<file path="src/rtl/pipe_pkg.sv">
// pipe_pkg: shared stage payload types, their halt-bit positions and pipe_latch
// parameter legality checks.
package pipe_pkg;
  localparam int MIN_DEPTH = 1;
  localparam int MAX_DEPTH = 2;
  function automatic bit depth_ok(input int d);
    return d >= MIN_DEPTH && d <= MAX_DEPTH;
  endfunction
  // Every payload keeps its halt flag in the LSB so HALT_BIT is uniform.
  typedef struct packed {
    logic [31:0] pc;
    logic [31:0] instr;
    logic        halt;
  } fetch_decode_t;
  localparam int FD_HALT_BIT = 0;
  typedef struct packed {
    logic [31:0] pc;
    logic [31:0] rs1_val;
    logic [31:0] rs2_val;
    logic [31:0] imm;
    logic [4:0]  rd;
    logic [3:0]  alu_op;
    logic        mem_rd;
    logic        mem_wr;
    logic        reg_wr;
    logic        halt;
  } decode_exec_t;
  localparam int DE_HALT_BIT = 0;
  typedef struct packed {
    logic [31:0] alu_res;
    logic [31:0] store_val;
    logic [4:0]  rd;
    logic        mem_rd;
    logic        mem_wr;
    logic        reg_wr;
    logic        halt;
  } exec_mem_t;
  localparam int EM_HALT_BIT = 0;
  typedef struct packed {
    logic [31:0] wb_val;
    logic [4:0]  rd;
    logic        reg_wr;
    logic        halt;
  } mem_wb_t;
  localparam int MW_HALT_BIT = 0;
endpackage

</file>
<file path="src/rtl/pipe_latch_sat_counter.sv">
// sat_counter: up-counter that sticks at its maximum instead of wrapping.
module sat_counter #(
  parameter int CNT_W = 16
) (
  input  logic             CLK,
  input  logic             RST,
  input  logic             inc,
  output logic [CNT_W-1:0] value
);
  logic [CNT_W-1:0] value_q, value_d;
  assign value_d = (inc && value_q != '1) ? value_q + 1'b1 : value_q;
  assign value = value_q;
  always_ff @(posedge CLK or posedge RST)
    if (RST) value_q <= '0;
    else value_q <= value_d;
endmodule

</file>
<file path="src/rtl/pipe_latch.sv">
// pipe_latch: one- or two-entry elastic pipeline register with flush, sticky
// halt on a halt-marked pop and a saturating downstream-stall counter.
module pipe_latch
  import pipe_pkg::*;
#(
  parameter int WIDTH    = 32,
  parameter int DEPTH    = 1,
  parameter int HALT_BIT = 0,
  parameter int CNT_W    = 16,
  localparam int CW      = $clog2(DEPTH + 1)
) (
  input  logic             CLK,
  input  logic             RST,
  input  logic             in_valid,
  output logic             in_ready,
  input  logic [WIDTH-1:0] in_data,
  output logic             out_valid,
  input  logic             out_ready,
  output logic [WIDTH-1:0] out_data,
  input  logic             flush,
  output logic [CW-1:0]    count,
  output logic             halted,
  output logic [CNT_W-1:0] stall_cycles
);
  if (!depth_ok(DEPTH) || HALT_BIT >= WIDTH || WIDTH < 1) begin : g_bad_param
    $error("pipe_latch: illegal DEPTH/WIDTH/HALT_BIT");
  end
  logic [WIDTH-1:0] mem_q [2];
  logic [CW-1:0]    count_q, count_d;
  logic             rd_q, rd_d, wr_q, wr_d, halted_q, halted_d;
  logic             push, pop, full;
  assign full      = count_q == CW'(DEPTH);
  assign out_valid = (count_q != '0) & !halted_q;
  assign out_data  = mem_q[rd_q];
  // Only the single-entry latch may look through to out_ready; the skid
  // buffer keeps in_ready purely registered.
  assign in_ready  = !halted_q & (!full | ((DEPTH == 1) & out_ready));
  assign push      = in_valid & in_ready;
  assign pop       = out_valid & out_ready;
  assign count     = count_q;
  assign halted    = halted_q;
  always_comb begin
    count_d  = flush ? '0 : count_q + CW'(push) - CW'(pop);
    rd_d     = flush ? 1'b0 : rd_q ^ (pop & (DEPTH == 2));
    wr_d     = flush ? 1'b0 : wr_q ^ (push & (DEPTH == 2));
    halted_d = halted_q | (pop & !flush & out_data[HALT_BIT]);
  end
  always_ff @(posedge CLK or posedge RST)
    if (RST) begin
      count_q  <= '0;
      rd_q     <= 1'b0;
      wr_q     <= 1'b0;
      halted_q <= 1'b0;
    end else begin
      count_q  <= count_d;
      rd_q     <= rd_d;
      wr_q     <= wr_d;
      halted_q <= halted_d;
    end
  always_ff @(posedge CLK)
    if (push && !flush) mem_q[wr_q] <= in_data;
  sat_counter #(.CNT_W(CNT_W)) u_stall (
    .CLK  (CLK),
    .RST  (RST),
    .inc  (out_valid & !out_ready),
    .value(stall_cycles)
  );
endmodule

</file>
<file path="config.mk">
export PLATFORM = sky130hd
export DESIGN_NAME = pipe_latch
export DESIGN_NICKNAME = d
export VERILOG_FILES = /design/src/rtl/pipe_pkg.sv /design/src/rtl/pipe_latch_sat_counter.sv /design/src/rtl/pipe_latch.sv
export SDC_FILE = /design/constraint.sdc
export NUM_CORES = 1
export LEC_CHECK = 0
export BUFFER_PORTS_ARGS = -buffer_cell sky130_fd_sc_hd__buf_2
export CAP_MARGIN = 20
export CORE_MARGIN = 4
export CORE_UTILIZATION = 41
export CTS_CLUSTER_DIAMETER = 80
export DETAILED_ROUTE_END_ITERATION = 7
export GPL_TIMING_DRIVEN = 0
export PLACE_DENSITY_LB_ADDON = 0.2
export SLEW_MARGIN = 20
export SYNTH_ARGS = -nofsm -noshare
export SYNTH_HDL_FRONTEND = slang
export SYNTH_SLANG_ARGS = --single-unit
</file>
<file path="constraint.sdc">
create_clock -name CLK -period 2 [get_ports CLK]
set_input_delay 0 -clock CLK [delete_from_list [all_inputs] [get_ports CLK]]
set_output_delay 0 -clock CLK [all_outputs]
set_load 0.02 [all_outputs]
</file>
======== Yosys cells after proc, flatten, opt, wreduce, memory -nomap -nowiden ========
Memory sizes are Yosys's and may differ from the RTL's.
Cells that the tools add are included.
word-level totals
  logic and storage cells ................. 26
  output and inout port bits .............. 52
  memories ................................ 1
  memory bits (writable) .................. 64
  register bits after elaboration ......... 18
operators by class
  mux-type cells .......................... 3
  reduce and logical (&&, ||, !) cells .... 6
  add/subtract/negate cells ............... 3
  equal/unequal tests ..................... 1
  bitwise logic cells ..................... 9
memories
  memory  depth  bits a word  read ports  clocked after memory_dff  wr ports  line              text
  mem_q   2      32           1           0                         1         pipe_latch.sv:28  logic [WIDTH-1:0] mem_q [2];
operator list
  operator               number
  $add 16x1->16 const B  1
  $ne 16x16->1 const B   1
  $and 1x1->1            7
  $logic_not 1->1        4
  $mux 1                 3
  $logic_and 1x1->1      2
  $or 1x1->1             2
  $add 1x1->1            1
  $sub 1x1->1            1

======== Logic depth before layout (Yosys ltp) ========
Gate-level depths: netlist (run 1).
  depth after elaboration ................. 7
  depth in mapped cells ................... 5

======== Modules after synthesis ========
From an unflattened synthesis (run 1), not the netlist that was laid out.
second synthesis, totals
  cells, all modules ...................... 116
  area total of the unflattened synthesis .. 1899.3 um^2
by module, submodules not included
  module       cells an instance  area each (um^2)  sequential area each (um^2)  times used
  pipe_latch   45                 1093.5            1011.0                       1
  sat_counter  71                 805.8             400.4                        1

======== Least setup slack after synthesis (run 1) ========
No wires, ideal clock.
  path type ............................... register -> register
  start point ............................. reg halted_q, in the netlist halted
  end point ............................... mem mem_q[0][0] (enable)
  stages on the path, launching flop included .. 3
  period minus slack after synthesis ...... 2.203 ns
  setup slack ............................. -0.203 ns
  library setup time ...................... 0.392 ns
  required time ........................... 1.608 ns
  data arrival time ....................... 1.810 ns
  path through ............................ dfrtp_1 > a21oi_1 > and3_1
on the way
  word-level cells in the longest chain between the ends .. 6
RTL lines
  what                          line              text
  start, declared               pipe_latch.sv:30  logic rd_q, rd_d, wr_q, wr_d, halted_q, halted_d;
  start signal, assigned        pipe_latch.sv:58  halted_q <= halted_d;
  $logic_not 1->1               pipe_latch.sv:37  assign in_ready = !halted_q & (!full | ((DEPTH == 1) & out_ready));
  $and 1x1->1                   pipe_latch.sv:37
  named net in_ready            pipe_latch.sv:15  output logic in_ready,
  $and 1x1->1                   pipe_latch.sv:38  assign push = in_valid & in_ready;
  $logic_and 1x1->1             pipe_latch.sv:61  if (push && !flush) mem_q[wr_q] <= in_data;
  $mux 1                        pipe_latch.sv:61
  $mux 1 (implied by the code)  pipe_latch.sv:61
  end, declared                 pipe_latch.sv:28
The timed path passes the listed nets, and every way through them passes these cells.

======== Worst setup path after layout (run 1) ========
  start point ............................. reg halted_q, in the netlist halted
  end point ............................... reg u_stall.value_q[12], in the netlist u_stall.value[12]
on the way
  word-level cells in the longest chain between the ends .. 4
RTL lines
  what                  line                          text
  $logic_not 1->1       pipe_latch.sv:33              assign out_valid = (count_q != '0) & !halted_q;
  $and 1x1->1           pipe_latch.sv:33
  $and 1x1->1           pipe_latch.sv:65              .inc (out_valid & !out_ready),
  $logic_and 1x1->1     pipe_latch_sat_counter.sv:11  assign value_d = (inc && value_q != '1) ? value_q + 1'b1 : value_q;
  end signal, assigned  pipe_latch_sat_counter.sv:15  else value_q <= value_d;
  end, declared         pipe_latch_sat_counter.sv:10  logic [CNT_W-1:0] value_q, value_d;
No other way between the ends.
A chain may end at the register's enable or synchronous reset.

==> flow_metrics.tcl, run 1 <==
set metrics [dict create \
    outcome "complete, no violations" \
    synth_top_cell_area_share_pct 50.86 \
    grt_use_total_pct 15.22 \
    met1Wirelength_um 1708 \
    clk_path_buf_depth 2 \
    finalHoldViolations 0 \
    critPathLaunchType "flip-flop" \
    portBuffers 88 \
    period_minus_slack_ns 1.907 \
    synth_area_leaders "edfxtp_1 51%, dfrtp_1 24%, xor2_1 4.6%" \
    grt_max_degree 33 \
    synth_ff_type "edfxtp_1" \
    antenna_found_initial 0 \
    antenna_cells 0 \
    yosysWarnings 0 \
    grt_pass1_wl_um 6561 \
    synth.most_common_cell "edfxtp_1" \
    crit_required_ns 2.18 \
    syn_avg_cell_area_um2 15.74 \
    setup_tns_ns 0 \
    grt_pass1_vias 1446 \
    reg2reg_depth 5 \
    top_layer "met4" \
    period_share_pct 95.35 \
    p_leak_uw 0.001339 \
    start_util_pct 42.80 \
    critPathKind "flip-flop to flip-flop" \
    dr_wl_met3_um 444 \
    r2r_start "halted" \
    route.vias.total 1461 \
    cts-htree-levels 2 \
    nNetsFinal 293 \
    wl_per_cell_um 14.44 \
    die-area_um2 5758 \
    final_cell_count_no_fill 308 \
    cts_tree "built" \
    path_max_fanout 10 \
    fp.dieH_um 75.88 \
    gp_congestion 0.8173 \
    fmax_ghz 0.5244 \
    dpl_cell_area_um2 2405 \
    setup_viol 0 \
    hold_path.class "input pin to async pin" \
    ys_seq_elements 50 \
    overflow 0 \
    clock_latency_ns 0.29 \
    fin_area_um2 2947 \
    ir_drop_v 0.0005822 \
    endpoint_kind "flip-flop" \
    synth_area_um2 1889 \
    synthArstFlopShare_pct 36.00 \
    seq_area_frac_synth_pct 74.70 \
    drt_iter0_drc 57 \
    yosysUniqueCellTypes 29 \
    cts_root_buf "clkbuf_8" \
    area_growth_pct 55.96 \
    r2r-end "u_stall.value[12]" \
    power_density_nw_per_um2 854.7 \
    slew_headroom_pct 53.67 \
    routed-wl-met2_um 2237 \
    synth-edff-count 32 \
    cp_data_arrival_time_ns 2.09 \
    dpl.cell_count 260 \
    placementRows 24 \
    endpoint "u_stall.value[12]" \
    postRouteWirelength_um 4447 \
    numClockSinks 50 \
    drt-vias-per-instance 4.744 \
    yosys-top-cells-count "32 x edfxtp_1, 18 x dfrtp_1, 10 x xor2_1" \
    worstSetupStartpoint "halted" \
    r2r_setup_slack_ns 0.09 \
    ios 89 \
    synthesis.nets 158 \
    first_pass_iters 4 \
    core_area_um2 4414 \
    cts_buffers 5 \
    worst_pin_slew_ns 0.6950 \
    die_x_um 75.88 \
    dp_hpwl_um 2966 \
    drc 0 \
    fin_skew_ns 0.006392 \
    synth_area_leader_cell "edfxtp_1" \
    ant_nets 0 \
    path_clk_slew_ns 0.09 \
    drive_above_1_share_pct 43.75 \
    synthCells 120 \
    drv_slew 0 \
    maxCapViolCount 0 \
]
-- logic make-up (layout without fill, tap and decap cells) --
family / count (synthesis) / in the layout / share of synthesized area [%]
xor gates and xnor gates: 13 / 13 / 6.027
and+or+nand+nor: 41 / 41 / 13.44
muxes: 3 / 3 / 1.788
buffers and inverters: 7 / 143 / 1.788
AOI/OAI and AO/OA: 5 / 5 / 1.589
adders and majority gates: 1 / 1 / 0.6621
DFF: 50 / 50 / 74.70
-- per-stage QoR --
stage               setup WS, ns  hold slack, ns  util (%)  power (uW)
floorplan                0.01621        -0.06143         -        1511
global placement         0.03062          0.1330     54.48        1647
detailed placement      0.006982          0.1468     54.48        1664
CTS                      0.04326          0.3860     65.99        2542
global route            -0.03600          0.4036     66.75        2637
finish                   0.09300          0.3565     66.75        2519
-- worst max-delay path, stage by stage (launching register included) --
cell     delay (ns)
dfrtp_1        0.39
or3b_1         0.39
buf_6          0.15
or3_1          0.41
nor2_1         0.12
mux2_2         0.34
-- power by group --
group | switching, uW | internal, uW | total, uW | leakage, uW
Combinational | 247 | 198 | 445 | 0.000757
Clock | 309 | 495 | 804 | 0.0000658
Sequential | 67.1 | 1200 | 1270 | 0.000516
-- cell type report --
type / instances / area [um^2]
well taps: 52 / 65.06
clock buffers: 5 / 68.82
inverters: 6 / 22.52
repair buffers: 128 / 830.8
fillers: 328 / 1468
clock inverters: 3 / 63.81
flip-flops and latches: 50 / 1413
multi-input cells: 63 / 471.7
plain buffers: 1 / 11.26
-- worst min-delay path by stage --
| stage | from | to | slack (ns) | depth (start not counted) |
|---|---|---|---|---|
| 6_report | RST | halted | 0.36 | 3 |
| 5_1_grt | in_data[2] | mem_q[0][2] | 0.40 | 2 |
| 4_1_cts | RST | u_stall.value[5] | 0.39 | 3 |
| 3_5_place_dp | RST | halted | 0.15 | 2 |
| 3_3_place_gp | RST | count | 0.13 | 2 |
| 2_1_floorplan | RST | count | -0.06 | 1 |
-- state kept, by name (all words and copies together), names as in the netlist --
signal and cells:
halted 1, mem_q 32, count 1, u_stall.value 16
-- placed cells by master, fill, tap and decap left out, types with 2 or more instances in the layout --
| master | instances |
|---|---|
| a21oi_1 | 2 |
| clkbuf_8 | 5 |
| o21ai_0 | 2 |
| xnor2_1 | 3 |
| dfrtp_1 | 17 |
| or3_1 | 3 |
| nand2_1 | 5 |
| nand3_1 | 5 |
| buf_4 | 4 |
| nor2_1 | 4 |
| nand4_1 | 5 |
| mux2_2 | 3 |
| inv_1 | 6 |
| nor3_1 | 4 |
| nor3_2 | 3 |
| edfxtp_1 | 32 |
| buf_2 | 88 |
| bufinv_16 | 2 |
| dlygate4sd3_1 | 36 |
| xor2_1 | 10 |
-- metal layers --
metal	vias to the layer above	track usage, %
met5	-	0
met4	0	6.019
met3	6	3.958
met2	65	26.33
met1	682	17.97
li1	708	-
-- repair_timing --
item,4_1_cts,5_1_grt
gates cloned,0,0
hold buffers,36,0
buffers inserted,2,2
endpoints found under the hold margin,52,0
pin swaps,1,1
setup endpoints to repair,2,7
gates resized for setup,0,4
Note: power is estimated with default switching activity, not from simulation.
==> inputs of run 2 (changes only) <==
Settings changed: ABC_AREA set to 1, CORE_UTILIZATION 41 to 43.
==> flow_metrics.tcl, run 2 <==
set metrics [dict create \
    outcome "complete, no violations" \
    drive_above_1_share_pct 35.49 \
    internal_power_uw 1912 \
    first_pass_iters 4 \
    yosys-top-cells-count "63 x nand2_1, 32 x edfxtp_1, 18 x dfrtp_1" \
    fmax_ghz 0.5583 \
    critPathTopFamily "simple AND/OR/NAND/NOR gates" \
    critPathLaunchType "flip-flop" \
    r2r_setup_slack_ns 0.21 \
    pwr-share-clk_pct 24.6 \
    drt_iter0_drc 52 \
    path_clk_slew_ns 0.08 \
    setup_tns_ns 0 \
    ys_seq_elements 50 \
    final_cell_mix "88 x buf_2, 63 x nand2_1, 35 x dlygate4sd3_1" \
    grtUsageMet1_pct 24.32 \
    setup_viol 0 \
    reg2reg_depth 3 \
    drv_slew 0 \
    worstPathCellList "a21oi_1 > nand2_1 > nor2_4" \
    netSwitchingPower_uw 939.8 \
    synth_area_um2 2115 \
    synth_area_leaders "edfxtp_1 45%, dfrtp_1 21%, nand2_1 11%" \
    clock_latency_ns 0.30 \
    grt_use_total_pct 18.93 \
    die_x_um 78.13 \
    synth-edff-count 32 \
    p_leak_uw 0.001375 \
    ant_nets 0 \
    gp_congestion 0.7907 \
    synth_ff_type "edfxtp_1" \
    cts_buffers 5 \
    period_minus_slack_ns 1.791 \
    numClockSinks 50 \
    fillers 374 \
    design_power_total_uw 2852 \
    overflow 0 \
    worst_pin_slew_ns 0.8550 \
    yosysWarnings 0 \
    postRouteWirelength_um 5274 \
    power.share.switching_pct 32.95 \
    whs_endpoint "count" \
    grt_setup_unrepaired "no" \
    regMostFlops "mem_q" \
    combPwrFrac_pct 25.8 \
    r2r-end "mem_q[0][2]" \
    fin_area_um2 3109 \
    crit_buf_inv 0 \
    maxCapViolCount 0 \
    cts_tree "built" \
    critPathKind "flip-flop to flip-flop" \
    seq_power_share_pct 49.6 \
    drc 0 \
    gr-usage-met3_pct 4.128 \
    ir_drop_v 0.0005885 \
    cts_root_buf "clkbuf_8" \
    max_stage_delay_ns 0.66 \
    ios 89 \
    antenna_cells 0 \
    grt_pass1_wl_um 9142 \
    placementRows 25 \
    synth_top_cell_area_share_pct 45.44 \
    path_max_fanout 32 \
    start_util_pct 44.47 \
    cts_setup_buffers 0 \
    antenna_found_initial 0 \
    syn_avg_cell_area_um2 10.96 \
    final_common_cell "buf_2" \
    period_share_pct 89.56 \
    synth.most_common_cell "nand2_1" \
    slowest_stage "nor2_4" \
    grt_pass1_vias 1886 \
    synth_area_leader_cell "edfxtp_1" \
    busiest_layer "met2" \
    clk_path_buf_depth 2 \
    die-area_um2 6104 \
    route.vias.total 1775 \
    dp_hpwl_um 3504 \
    grt_util_met2_pct 32.11 \
    drt-vias-per-instance 4.540 \
    endpoint_kind "flip-flop" \
    cp_data_arrival_time_ns 1.72 \
    whs_path_depth 3 \
    synthesis.nets 231 \
    fp.dieH_um 78.13 \
    wl_per_cell_um 13.49 \
    cts-htree-levels 2 \
    portBuffers 88 \
    synthArstFlopShare_pct 36.00 \
    grt_max_degree 33 \
    core_area_um2 4755 \
    fin_skew_ns 0.008530 \
    seq_area_frac_synth_pct 66.75 \
    dpl_cell_area_um2 2646 \
    holdWs_ns 0.04166 \
    area_growth_pct 47.04 \
    power_density_nw_per_um2 917.3 \
    nNetsFinal 361 \
    crit_required_ns 1.93 \
    finalHoldViolations 0 \
    min-delay-start "in_valid" \
    synthCells 193 \
    slew_headroom_pct 42.86 \
    hold_path.class "input pin to flip-flop" \
    r2r_start "halted" \
    yosysUniqueCellTypes 24 \
    largest_register_ffs 32 \
]
==> run 2: changes by cell type in the layout (fill, tap and decap cells not counted), sizes merged, moves of 3 or more <==
cell | previous run | this run
or3 | 3 | 0
o21ai | 2 | 13
mux2 | 3 | 0
nand3 | 5 | 8
nor3 | 7 | 0
nand2 | 5 | 66
inv | 6 | 16
xor2 | 10 | 1
nor4 | 3 | 0
buf | 93 | 90
nor2 | 4 | 22
==> run 2: tightest hold or removal path: cells and delay by family <==
family / cells / cell delay [ns]
AO/OA/AOI/OAI: 2 / 0.20
buffers and inverters: 1 / 0.09
==> run 2: what timing repair did <==
action,in CTS,in global routing
resized for setup,0,0
hold buffers,35,0
endpoints found under the hold margin,52,0
==> run 2: routing by layer <==
layer,up-vias,routed length [um]
li1,897,-
met1,802,2384
met2,67,2495
met3,9,309
met4,0,84
met5,-,0
==> run 2: stage by stage <==
step                      instances  worst slack, ns  utilization [%]
after floorplan                 193         0.004491                -
after global placement          348           0.2367            55.66
after detailed placement        348           0.1868            55.66
after CTS                       391           0.1747            65.39
after global routing            391          0.05808            65.39
final                           391           0.2088            65.39
==> run 2: worst max-delay path by stage <==
stage / start / cells past startpoint / slack, ns / to
global placement: halted / 3 / 0.24 / mem_q[0][27]
detailed placement: halted / 3 / 0.19 / mem_q[0][27]
global route: halted / 3 / 0.06 / mem_q[0][3]
CTS: halted / 3 / 0.17 / mem_q[0][23]
floorplan: halted / 3 / 0.004 / mem_q[0][0]
finish: halted / 3 / 0.21 / mem_q[0][2]
==> run 2: cell families (layout without fill, tap and decap cells) <==
| kind of cell | count (synthesis) | in the layout | synth area share, % |
|---|---|---|---|
| AND/OR/NAND/NOR | 102 | 102 | 21.18 |
| flip-flops | 50 | 50 | 66.75 |
| adder cells (fa/ha/maj) | 1 | 1 | 0.5916 |
| AO/OA/AOI/OAI | 16 | 16 | 5.030 |
| XOR/XNOR | 6 | 6 | 2.485 |
| buffers and inverters | 18 | 149 | 3.964 |
==> run 2: layout make-up <==
cell class              count  area [um^2]  share of cell area (%)
multi-input cells         125        626.9                   20.16
well taps                  67        83.83                   2.696
clock buffers               5        68.82                   2.213
plain buffers               2        22.52                  0.7243
clock inverters             3        43.79                   1.408
flip-flops and latches     50         1411                   45.39
inverters                  16        61.31                   1.972
repair buffers            123        790.8                   25.43
==> run 2: power groups by stage <==
stage,clock (uW),combinational [uW],sequential (uW)
floorplan,0,295,1570
global placement,0,674,1430
detailed placement,0,689,1430
CTS,729,745,1410
global route,771,822,1440
finish,702,737,1410
